`config.mk`:
```
export PLATFORM = sky130hd
export DESIGN_NAME = display_scheduler
export DESIGN_NICKNAME = d
export VERILOG_FILES = /design/src/rtl/display_sched_pkg.sv /design/src/rtl/display_scheduler_seletor_proximo.sv /design/src/rtl/display_scheduler.sv
export SDC_FILE = /design/constraint.sdc
export NUM_CORES = 1
export LEC_CHECK = 0
export ABC_AREA = 1
export BUFFER_PORTS_ARGS = -buffer_cell sky130_fd_sc_hd__buf_2
export CORE_MARGIN = 2
export CORE_UTILIZATION = 44
export DETAILED_ROUTE_END_ITERATION = 12
export HOLD_SLACK_MARGIN = 0.05
export MAX_ROUTING_LAYER = met4
export PLACE_DENSITY_LB_ADDON = 0.1
export SYNTH_ARGS = -nofsm -noshare
export SYNTH_HDL_FRONTEND = slang
export SYNTH_SLANG_ARGS = --single-unit
```
`constraint.sdc`:
```
create_clock -name clock -period 3.95 [get_ports clock]
set_input_delay 0 -clock clock [delete_from_list [all_inputs] [get_ports clock]]
set_output_delay 0 -clock clock [all_outputs]
set_load 0.01 [all_outputs]
```
`src/rtl/display_sched_pkg.sv`:
```
// Shared types and reset values for the display scheduler.
package display_sched_pkg;

  typedef enum logic [1:0] {
    IDLE     = 2'd0,
    ROTATE   = 2'd1,
    OVERRIDE = 2'd2
  } state_t;

  localparam int N_SRC_DEF = 4;
  localparam int FW        = $clog2(N_SRC_DEF);

  localparam state_t RST_STATE  = IDLE;
  localparam logic   RST_VAZIO  = 1'b1;
  localparam logic   RST_EM_OVR = 1'b0;
  localparam logic   RST_ACK    = 1'b0;

endpackage

```
`src/rtl/display_scheduler_seletor_proximo.sv`:
```
// Circular priority finder: first set bit of mask at or after start, wrapping.
module seletor_proximo #(
  parameter int N_SRC = 4,
  parameter int FS    = 2
) (
  input  logic [N_SRC-1:0] mask,
  input  logic [FS-1:0]    start,
  output logic [FS-1:0]    idx,
  output logic             found
);

  logic [FS-1:0] pos;

  // Scan from the far end backwards so the closest hit to start is written last.
  always_comb begin
    idx   = '0;
    found = 1'b0;
    pos   = '0;
    for (int k = N_SRC - 1; k >= 0; k--) begin
      pos = FS'((int'(start) + k) % N_SRC);
      if (mask[pos]) begin
        idx   = pos;
        found = 1'b1;
      end
    end
  end

endmodule

```
`src/rtl/display_scheduler.sv`:
```
// Round-robin display source scheduler with a req/ack override that pre-empts
// the rotation for a fixed hold period.
module display_scheduler
  import display_sched_pkg::*;
#(
  parameter int N_SRC    = 4,
  parameter int W        = 8,
  parameter int DWELL    = 50000000,
  parameter int OVR_HOLD = 100000000,
  localparam int FS      = $clog2(N_SRC)
) (
  input  logic               clock,
  input  logic               zera_as_n,
  input  logic               enable,
  input  logic [N_SRC*W-1:0] valores,
  input  logic [N_SRC-1:0]   ativo,
  input  logic               ovr_req,
  input  logic [W-1:0]       ovr_valor,
  output logic               ovr_ack,
  output logic [W-1:0]       numero,
  output logic [FS-1:0]      fonte,
  output logic               em_override,
  output logic               vazio,
  output state_t             estado
);

  localparam int DW = $clog2(DWELL);
  localparam int HW = $clog2(OVR_HOLD);

  logic [DW-1:0] dwell_cnt;
  logic [HW-1:0] hold_cnt;
  logic [W-1:0]  ovr_lat;
  logic [W-1:0]  val_atual;
  logic [FS-1:0] start_idx;
  logic [FS-1:0] prox;
  logic          achou;
  logic          aceita;

  // Handshake: the requester holds ovr_req (with ovr_valor) until it sees
  // ovr_ack; a request is taken whenever ovr_req=1 and ovr_ack is low, so the
  // one-cycle ack pulse itself masks the still-held request.
  assign aceita    = ovr_req && !ovr_ack;
  assign val_atual = valores[int'(fonte)*W +: W];
  assign start_idx = (estado == IDLE)              ? '0 :
                     (fonte == FS'(N_SRC - 1))     ? '0 : fonte + 1'b1;

  seletor_proximo #(.N_SRC(N_SRC), .FS(FS)) u_sel (
    .mask  (ativo),
    .start (start_idx),
    .idx   (prox),
    .found (achou)
  );

  always_ff @(posedge clock or negedge zera_as_n) begin
    if (!zera_as_n) begin
      estado      <= RST_STATE;
      fonte       <= '0;
      numero      <= '0;
      vazio       <= RST_VAZIO;
      em_override <= RST_EM_OVR;
      ovr_ack     <= RST_ACK;
      dwell_cnt   <= '0;
      hold_cnt    <= '0;
      ovr_lat     <= '0;
    end else begin
      ovr_ack <= aceita;
      if (aceita) begin
        // Override wins over any rotation event in the same cycle.
        ovr_lat     <= ovr_valor;
        hold_cnt    <= '0;
        estado      <= OVERRIDE;
        numero      <= ovr_valor;
        em_override <= 1'b1;
        vazio       <= 1'b0;
      end else begin
        case (estado)
          IDLE: begin
            numero      <= '0;
            vazio       <= 1'b1;
            em_override <= 1'b0;
            if (achou) begin
              fonte     <= prox;
              dwell_cnt <= '0;
              vazio     <= 1'b0;
              estado    <= ROTATE;
            end
          end
          ROTATE: begin
            em_override <= 1'b0;
            if (ativo == '0) begin
              estado    <= IDLE;
              numero    <= '0;
              vazio     <= 1'b1;
              dwell_cnt <= '0;
            end else begin
              numero <= val_atual;
              vazio  <= 1'b0;
              if (!ativo[fonte]) begin
                fonte     <= prox;
                dwell_cnt <= '0;
              end else if (enable) begin
                if (dwell_cnt == DW'(DWELL - 1)) begin
                  fonte     <= prox;
                  dwell_cnt <= '0;
                end else begin
                  dwell_cnt <= dwell_cnt + 1'b1;
                end
              end
            end
          end
          OVERRIDE: begin
            if (hold_cnt == HW'(OVR_HOLD - 1)) begin
              hold_cnt    <= '0;
              dwell_cnt   <= '0;
              em_override <= 1'b0;
              if (ativo == '0) begin
                estado <= IDLE;
                numero <= '0;
                vazio  <= 1'b1;
              end else begin
                estado <= ROTATE;
                numero <= val_atual;
                vazio  <= 1'b0;
              end
            end else begin
              hold_cnt    <= hold_cnt + 1'b1;
              numero      <= ovr_lat;
              em_override <= 1'b1;
              vazio       <= 1'b0;
            end
          end
          default: estado <= IDLE;
        endcase
      end
    end
  end

endmodule

```
After elaboration in Yosys (flattened, before gate mapping)
Cells that the tools add are included.
{"block": "word_totals", "regBits": 76, "input_bits": 48, "output_inout_bits": 15, "elab_cells": 103}
{"block": "classes", "addsub": 6, "magnitude_cmp": 5, "n_eq_ne": 14, "shift": 1, "n_mux": 54, "bitwise": 1, "n_reduce_logical": 13}
{"operator": "$mux 26", "n": 6}
{"operator": "$mux 27", "n": 3}
{"operator": "$pmux 26 s3", "n": 1}
{"operator": "$shiftx 32x6->8", "n": 1}
{"operator": "$mux 2", "n": 15}
{"operator": "$add 27x1->27 const B", "n": 1}
{"operator": "$eq 27x27->1 const B", "n": 1}
{"operator": "$add 26x1->26 const B", "n": 1}
{"operator": "$eq 26x26->1 const B", "n": 1}
{"operator": "$mux 8", "n": 3}
{"operator": "$pmux 8 s3", "n": 1}
{"operator": "$mux 1", "n": 16}
{"operator": "$lt 2x3->1 const B", "n": 5}
{"operator": "$ne 3x3->1 const B", "n": 5}
{"operator": "$bmux 1 s2", "n": 5}
{"operator": "$ne 2x2->1 const B", "n": 3}
{"operator": "$pmux 2 s3", "n": 1}
{"operator": "$reduce_and 6->1", "n": 1}
{"operator": "$reduce_bool 3->1", "n": 2}
{"operator": "$reduce_and 5->1", "n": 1}
{"operator": "$add 2x1->2 const B", "n": 2}
{"operator": "$add 2x2->2 const B", "n": 2}
{"operator": "$eq 2x2->1 const B", "n": 2}
{"operator": "$logic_not 4->1", "n": 1}
{"operator": "13 further kinds", "n": 14}

Depth between registers and ports, before layout
{"block": "logic_depth", "depth_word": 15, "ltp_mapped": 13, "mapped_depth_nobuf": 12}

By module
Synthesis repeated with hierarchy kept, for this count alone.
{"block": "hier_totals", "cells_unflattened": 836, "hier_area_um2": 5456.5}
{"mod": "display_scheduler", "instances": 1, "cells_each": 792, "area_per_inst_um2": 5241.3, "seq_area_each_um2": 1903.1}
{"mod": "seletor_proximo", "instances": 1, "cells_each": 44, "area_per_inst_um2": 215.2, "seq_area_each_um2": 0.0}

Worst setup path after synthesis
No wires, ideal clock.
{"block": "synth_path", "path_kind": "register to register", "from": "reg hold_cnt[0]", "to": "reg dwell_cnt[20]", "setup_ns": 0.118, "arrival_time_ns": 1.756, "required_ns": 3.832, "path_slack_ns": 2.076, "path_stages_with_launch": 14, "n_path_buf": 1, "period_less_slack_ns": 1.874, "path_cell_list": "dfrtp_1 -> ha_1 -> nand2_1 -> nor2_4 -> nand2_2 -> nor2_8 -> nand2_4 -> nand2_4 -> nand2_4 -> nor2_8 -> inv_4 -> buf_6 -> nand2_1 -> nand2_1"}
{"block": "synth_via", "elab_chain_len": 3}
{"element": "start, declared", "line": "display_scheduler.sv:31", "text": "logic [HW-1:0] hold_cnt;"}
{"element": "start signal, assigned", "line": "display_scheduler.sv:126", "text": "hold_cnt <= hold_cnt + 1'b1;"}
{"element": "$eq 27x27->1", "line": "display_scheduler.sv:112", "text": "if (hold_cnt == HW'(OVR_HOLD - 1)) begin"}
{"element": "$ne 2x2->1 (no source line)"}
{"element": "$reduce_and 5->1 (no source line)"}
{"element": "end signal, assigned", "line": "display_scheduler.sv:106", "text": "dwell_cnt <= dwell_cnt + 1'b1;"}
{"element": "end, declared", "line": "display_scheduler.sv:30", "text": "logic [DW-1:0] dwell_cnt;"}
No other way between the ends.
A chain may end at the register's enable or synchronous reset.

Worst setup path after layout
{"block": "layout_path", "from": "reg fonte[0]", "to": "reg dwell_cnt[12]"}
{"block": "layout_via", "elab_chain_len": 12, "elab_cells_between_ends": 27, "cone_classes": "4 x add/sub; 3 x eq/ne; 19 x mux; 1 x reduce/logical"}
{"element": "start, declared", "line": "display_scheduler.sv:21", "text": "output logic [FS-1:0] fonte,"}
{"element": "start signal, assigned", "line": "display_scheduler.sv:82", "text": "fonte <= prox;"}
{"element": "start signal, assigned", "line": "display_scheduler.sv:99", "text": "fonte <= prox;"}
{"element": "start signal, assigned", "line": "display_scheduler.sv:103", "text": "fonte <= prox;"}
{"element": "$add 2x1->2 / $eq 2x2->1 (equally long branches)", "line": "display_scheduler.sv:45", "text": "(fonte == FS'(N_SRC - 1)) ? '0 : fonte + 1'b1;"}
{"element": "$mux 2", "line": "display_scheduler.sv:45"}
{"element": "$mux 2", "line": "display_scheduler.sv:44", "text": "assign start_idx = (estado == IDLE) ? '0 :"}
{"element": "$add 2x2->2", "line": "display_scheduler_seletor_proximo.sv:20", "text": "pos = FS'((int'(start) + k) % N_SRC);"}
{"element": "$bmux 1 s2", "line": "display_scheduler_seletor_proximo.sv:21", "text": "if (mask[pos]) begin"}
{"element": "$mux 1 (not written as such)", "line": "display_scheduler_seletor_proximo.sv:21"}
{"element": "$mux 1 (4 in a row)", "line": "display_scheduler_seletor_proximo.sv:21"}
{"element": "$ne 2x2->1 (no source line)"}
{"element": "$reduce_and 5->1 (no source line)"}
Several ways; a longest one is shown, not always the timed one. The select of a mux whose other input is x is not followed.

==> results.txt <==
status - finished clean
Max Cap Viol - 0
Buf/Inv on CP - 2
fmax - 352 MHz
crit share post-route - 0.719
Area Growth Syn to Fin - 15.4%
fillers - 1180
Post-DP Area - 0.00581 mm2
dpl ws - 1140 ps
combinational power share - 0.361
NetSw - 1.18 mW
netlist area before placement - 0.00539 mm2
first-pass GRT wire length - 25.0 mm
CP Class - flop to flop
share of post-route cells with drive strength above 1 - 0.122
asr flop ratio synth - 1.00
Pint - 1.75 mW
post-synthesis sequential area ratio - 0.353
Slew headroom - 0.283
synthesized area per cell - 6.51 um2
Remaining Overflow, GRT - 0
core area - 0.0120 mm2
Max H-tree Level - 3
most frequent cell on the critical path - nand2_1
DRT Pass-1 Iters - 5
Diodes inserted - 0
HP Class - input port to flop
YS warnings - 0
worst-skew pair later-pin latency - 350 ps
commonest non-fill, non-tap cell in the layout - nand2_1
R2R Setup Slk - 1110 ps
Vias per Instance - 5.24
RSZ-0062 raised after global routing - no
final setup fails - 0
Post-DP HPWL - 10.6 mm
WHS - 94.1 ps
Clock Skews - 8.88 ps
CP top delay family - simple AND/OR/NAND/NOR gates
GRT Util Overall - 0.244
CP max stage delay - 740 ps
clk slew on worst S/H paths - 60 ps
Worst EP required - 4160 ps
# IOs - 63
ys flop type - dfrtp_1
WP data arrival - 3050 ps
fin crit period - 2840 ps
CTS resizes - 0
Worst VDD drop - 309 uV
largest net degree at the start of global routing - 77
power density over cell area - 471 mW/mm2
total wire length - 14.6 mm
die area - 0.0131 mm2
Worst Reg-to-Reg Cells - 11
Std-Cell Rows - 40
1st-iter DRT viols - 337
Yosys cell types - 34
design area - 0.00622 mm2
endpoints failing hold - 0
crit-path cells - inv_1 > nand2_1 > nand3_1 > nand2_1 > nor2_1 > nand2_1 > nand2_1 > nor2_8 > inv_4 > nand2_1 > o21ai_1
final worst slack - 1110 ps
TritonCTS clock tree - yes
DRC Markers - 0
worst flop-to-flop path endpoint - dwell_cnt[12]$_DFFE_PN0P_
Sw Ratio - 0.403
Worst Setup End Kind - flop
cells after synthesis - 828
max-slew violation count - 0
RR Startpoint - fonte[0]$_DFFE_PN0P_
number of global-route vias before repair - 5192
DR vias - 5474
total power - 2.93 mW
crit path to - dwell_cnt[12]$_DFFE_PN0P_
Sink Count - 76
CTS max path bufs - 2
Num CTS Buffers - 9
Worst path slowest cell - dfrtp_1
initial antenna violation count - 0
die height - 115 um
Reg power frac - 0.329
Levels on crit path - 11
Final #Nets - 948
Initial Util - 0.451
Worst-Margin Slew - 1070 ps
clock power share - 0.310
Crit. Startpoint - fonte[0]$_DFFE_PN0P_
Leak - 3.00 nW
GPL Wtd Cong - 0.947
crit path launch type - flop
setup TNS - 0 ps
CP Max Fanout - 27
post-DR wirelength/cell - 14.0 um
Antenna Nets Post-Route - 0
clock root buffer - clkbuf_16
number of port buffers - 62
Post-synth EDFFs - 0
Synthesized Nets - 883
synthesis-stage register bit count - 76
width of the die - 115 um
most frequent cells in the layout - nand2_1 (285), nand3_1 (129), nor2_1 (91)
[tightest hold or removal path, cell delays in order]
cell    delay (ps)
buf_2          100
inv_1           40
nor2_1          30
buf_4          200
[how the worst min path moves through the flow]
| stage | start | to | slack [ps] | cells after the start |
|---|---|---|---|---|
| 6_report | ovr_req | ovr_ack$_DFF_PN0_ | 90 | 4 |
| 5_1_grt | ovr_req | ovr_ack$_DFF_PN0_ | 120 | 4 |
| 3_3_place_gp | zera_as_n | dwell_cnt[23]$_DFFE_PN0P_ | 230 | 1 |
| 2_1_floorplan | zera_as_n | dwell_cnt[0]$_DFFE_PN0P_ | -300 | 0 |
| 3_5_place_dp | ovr_valor[6] | ovr_lat[6]$_DFFE_PN0P_ | 240 | 3 |
| 4_1_cts | ovr_req | ovr_ack$_DFF_PN0_ | 90 | 4 |
[power groups by stage]
stage | Sequential, mW | Combinational (mW) | Clock, mW
global route | 0.975 | 1.21 | 0.946
detailed placement | 0.973 | 1.05 | 0
CTS | 0.961 | 1.06 | 0.920
finish | 0.962 | 1.06 | 0.908
floorplan | 0.956 | 0.774 | 0
global placement | 0.970 | 1.03 | 0
[metrics by stage]
| stage | instances | utilization |
|---|---|---|
| after global routing | 1045 | 0.520 |
| after CTS | 1045 | 0.520 |
| after floorplan | 828 | - |
| after global placement | 1020 | 0.486 |
| final | 1045 | 0.520 |
| after detailed placement | 1020 | 0.486 |
[layout make-up]
class / instances / area, um2 / area share
Clock buffer: 10 / 229 / 0.0368
Clock inverter: 6 / 87.6 / 0.0141
Inverter: 80 / 303 / 0.0487
Multi-Input combinational cell: 649 / 3060 / 0.493
Sequential cell: 76 / 1900 / 0.306
Tap cell: 147 / 184 / 0.0296
Timing Repair Buffer: 77 / 448 / 0.0720
[cell usage after synthesis, types with 2 or more instances]
master,instances,area share
nor2_1,91,0.063
nand3_1,129,0.12
inv_1,73,0.051
buf_1,2,0.0014
inv_2,5,0.0035
o22ai_1,10,0.012
nand3b_1,3,0.0042
clkbuf_1,12,0.0084
or2_2,4,0.0046
xor2_1,19,0.031
nand2_1,285,0.20
nand4_1,19,0.022
ha_1,7,0.016
o21bai_1,2,0.0028
buf_2,5,0.0046
nand2_4,3,0.0063
o21ai_0,34,0.032
nor3_1,21,0.020
a21oi_1,3,0.0028
buf_6,3,0.0063
dfrtp_1,75,0.35
o21ai_2,5,0.0081
xnor2_1,3,0.0049
nor2_8,3,0.011
nand2_2,3,0.0035
[routing by layer]
metal,part of all wire,GRT usage,vias to the layer above
met5,0,-,-
met4,0.016,0.0707,0
met3,0.064,0.0424,21
met2,0.43,0.351,166
met1,0.49,0.350,2491
li1,-,-,2796
[timing repair]
item | CTS | global route
hold buffers | 9 | 0
endpoints found under the hold margin | 91 | 0
endpoints found under the setup margin | 0 | 0
setup buffers | 0 | 0
[kinds of logic after synthesis]
family,after synthesis,share of synthesized area
and+or+nand+nor,564,0.458
buffers and inverters,103,0.0782
DFF,76,0.353
AOI/OAI and AO/OA,56,0.0590
xor gates and xnor gates,22,0.0358
adders and majority gates,7,0.0163
[registers in the layout, summed over array words and instances, names as in the netlist]
register,flops
hold_cnt,27
dwell_cnt,26
numero,8
ovr_lat,8
estado,2
fonte,2
em_override,1
ovr_ack,1
vazio,1
Note: power is estimated with default switching activity, not from simulation.
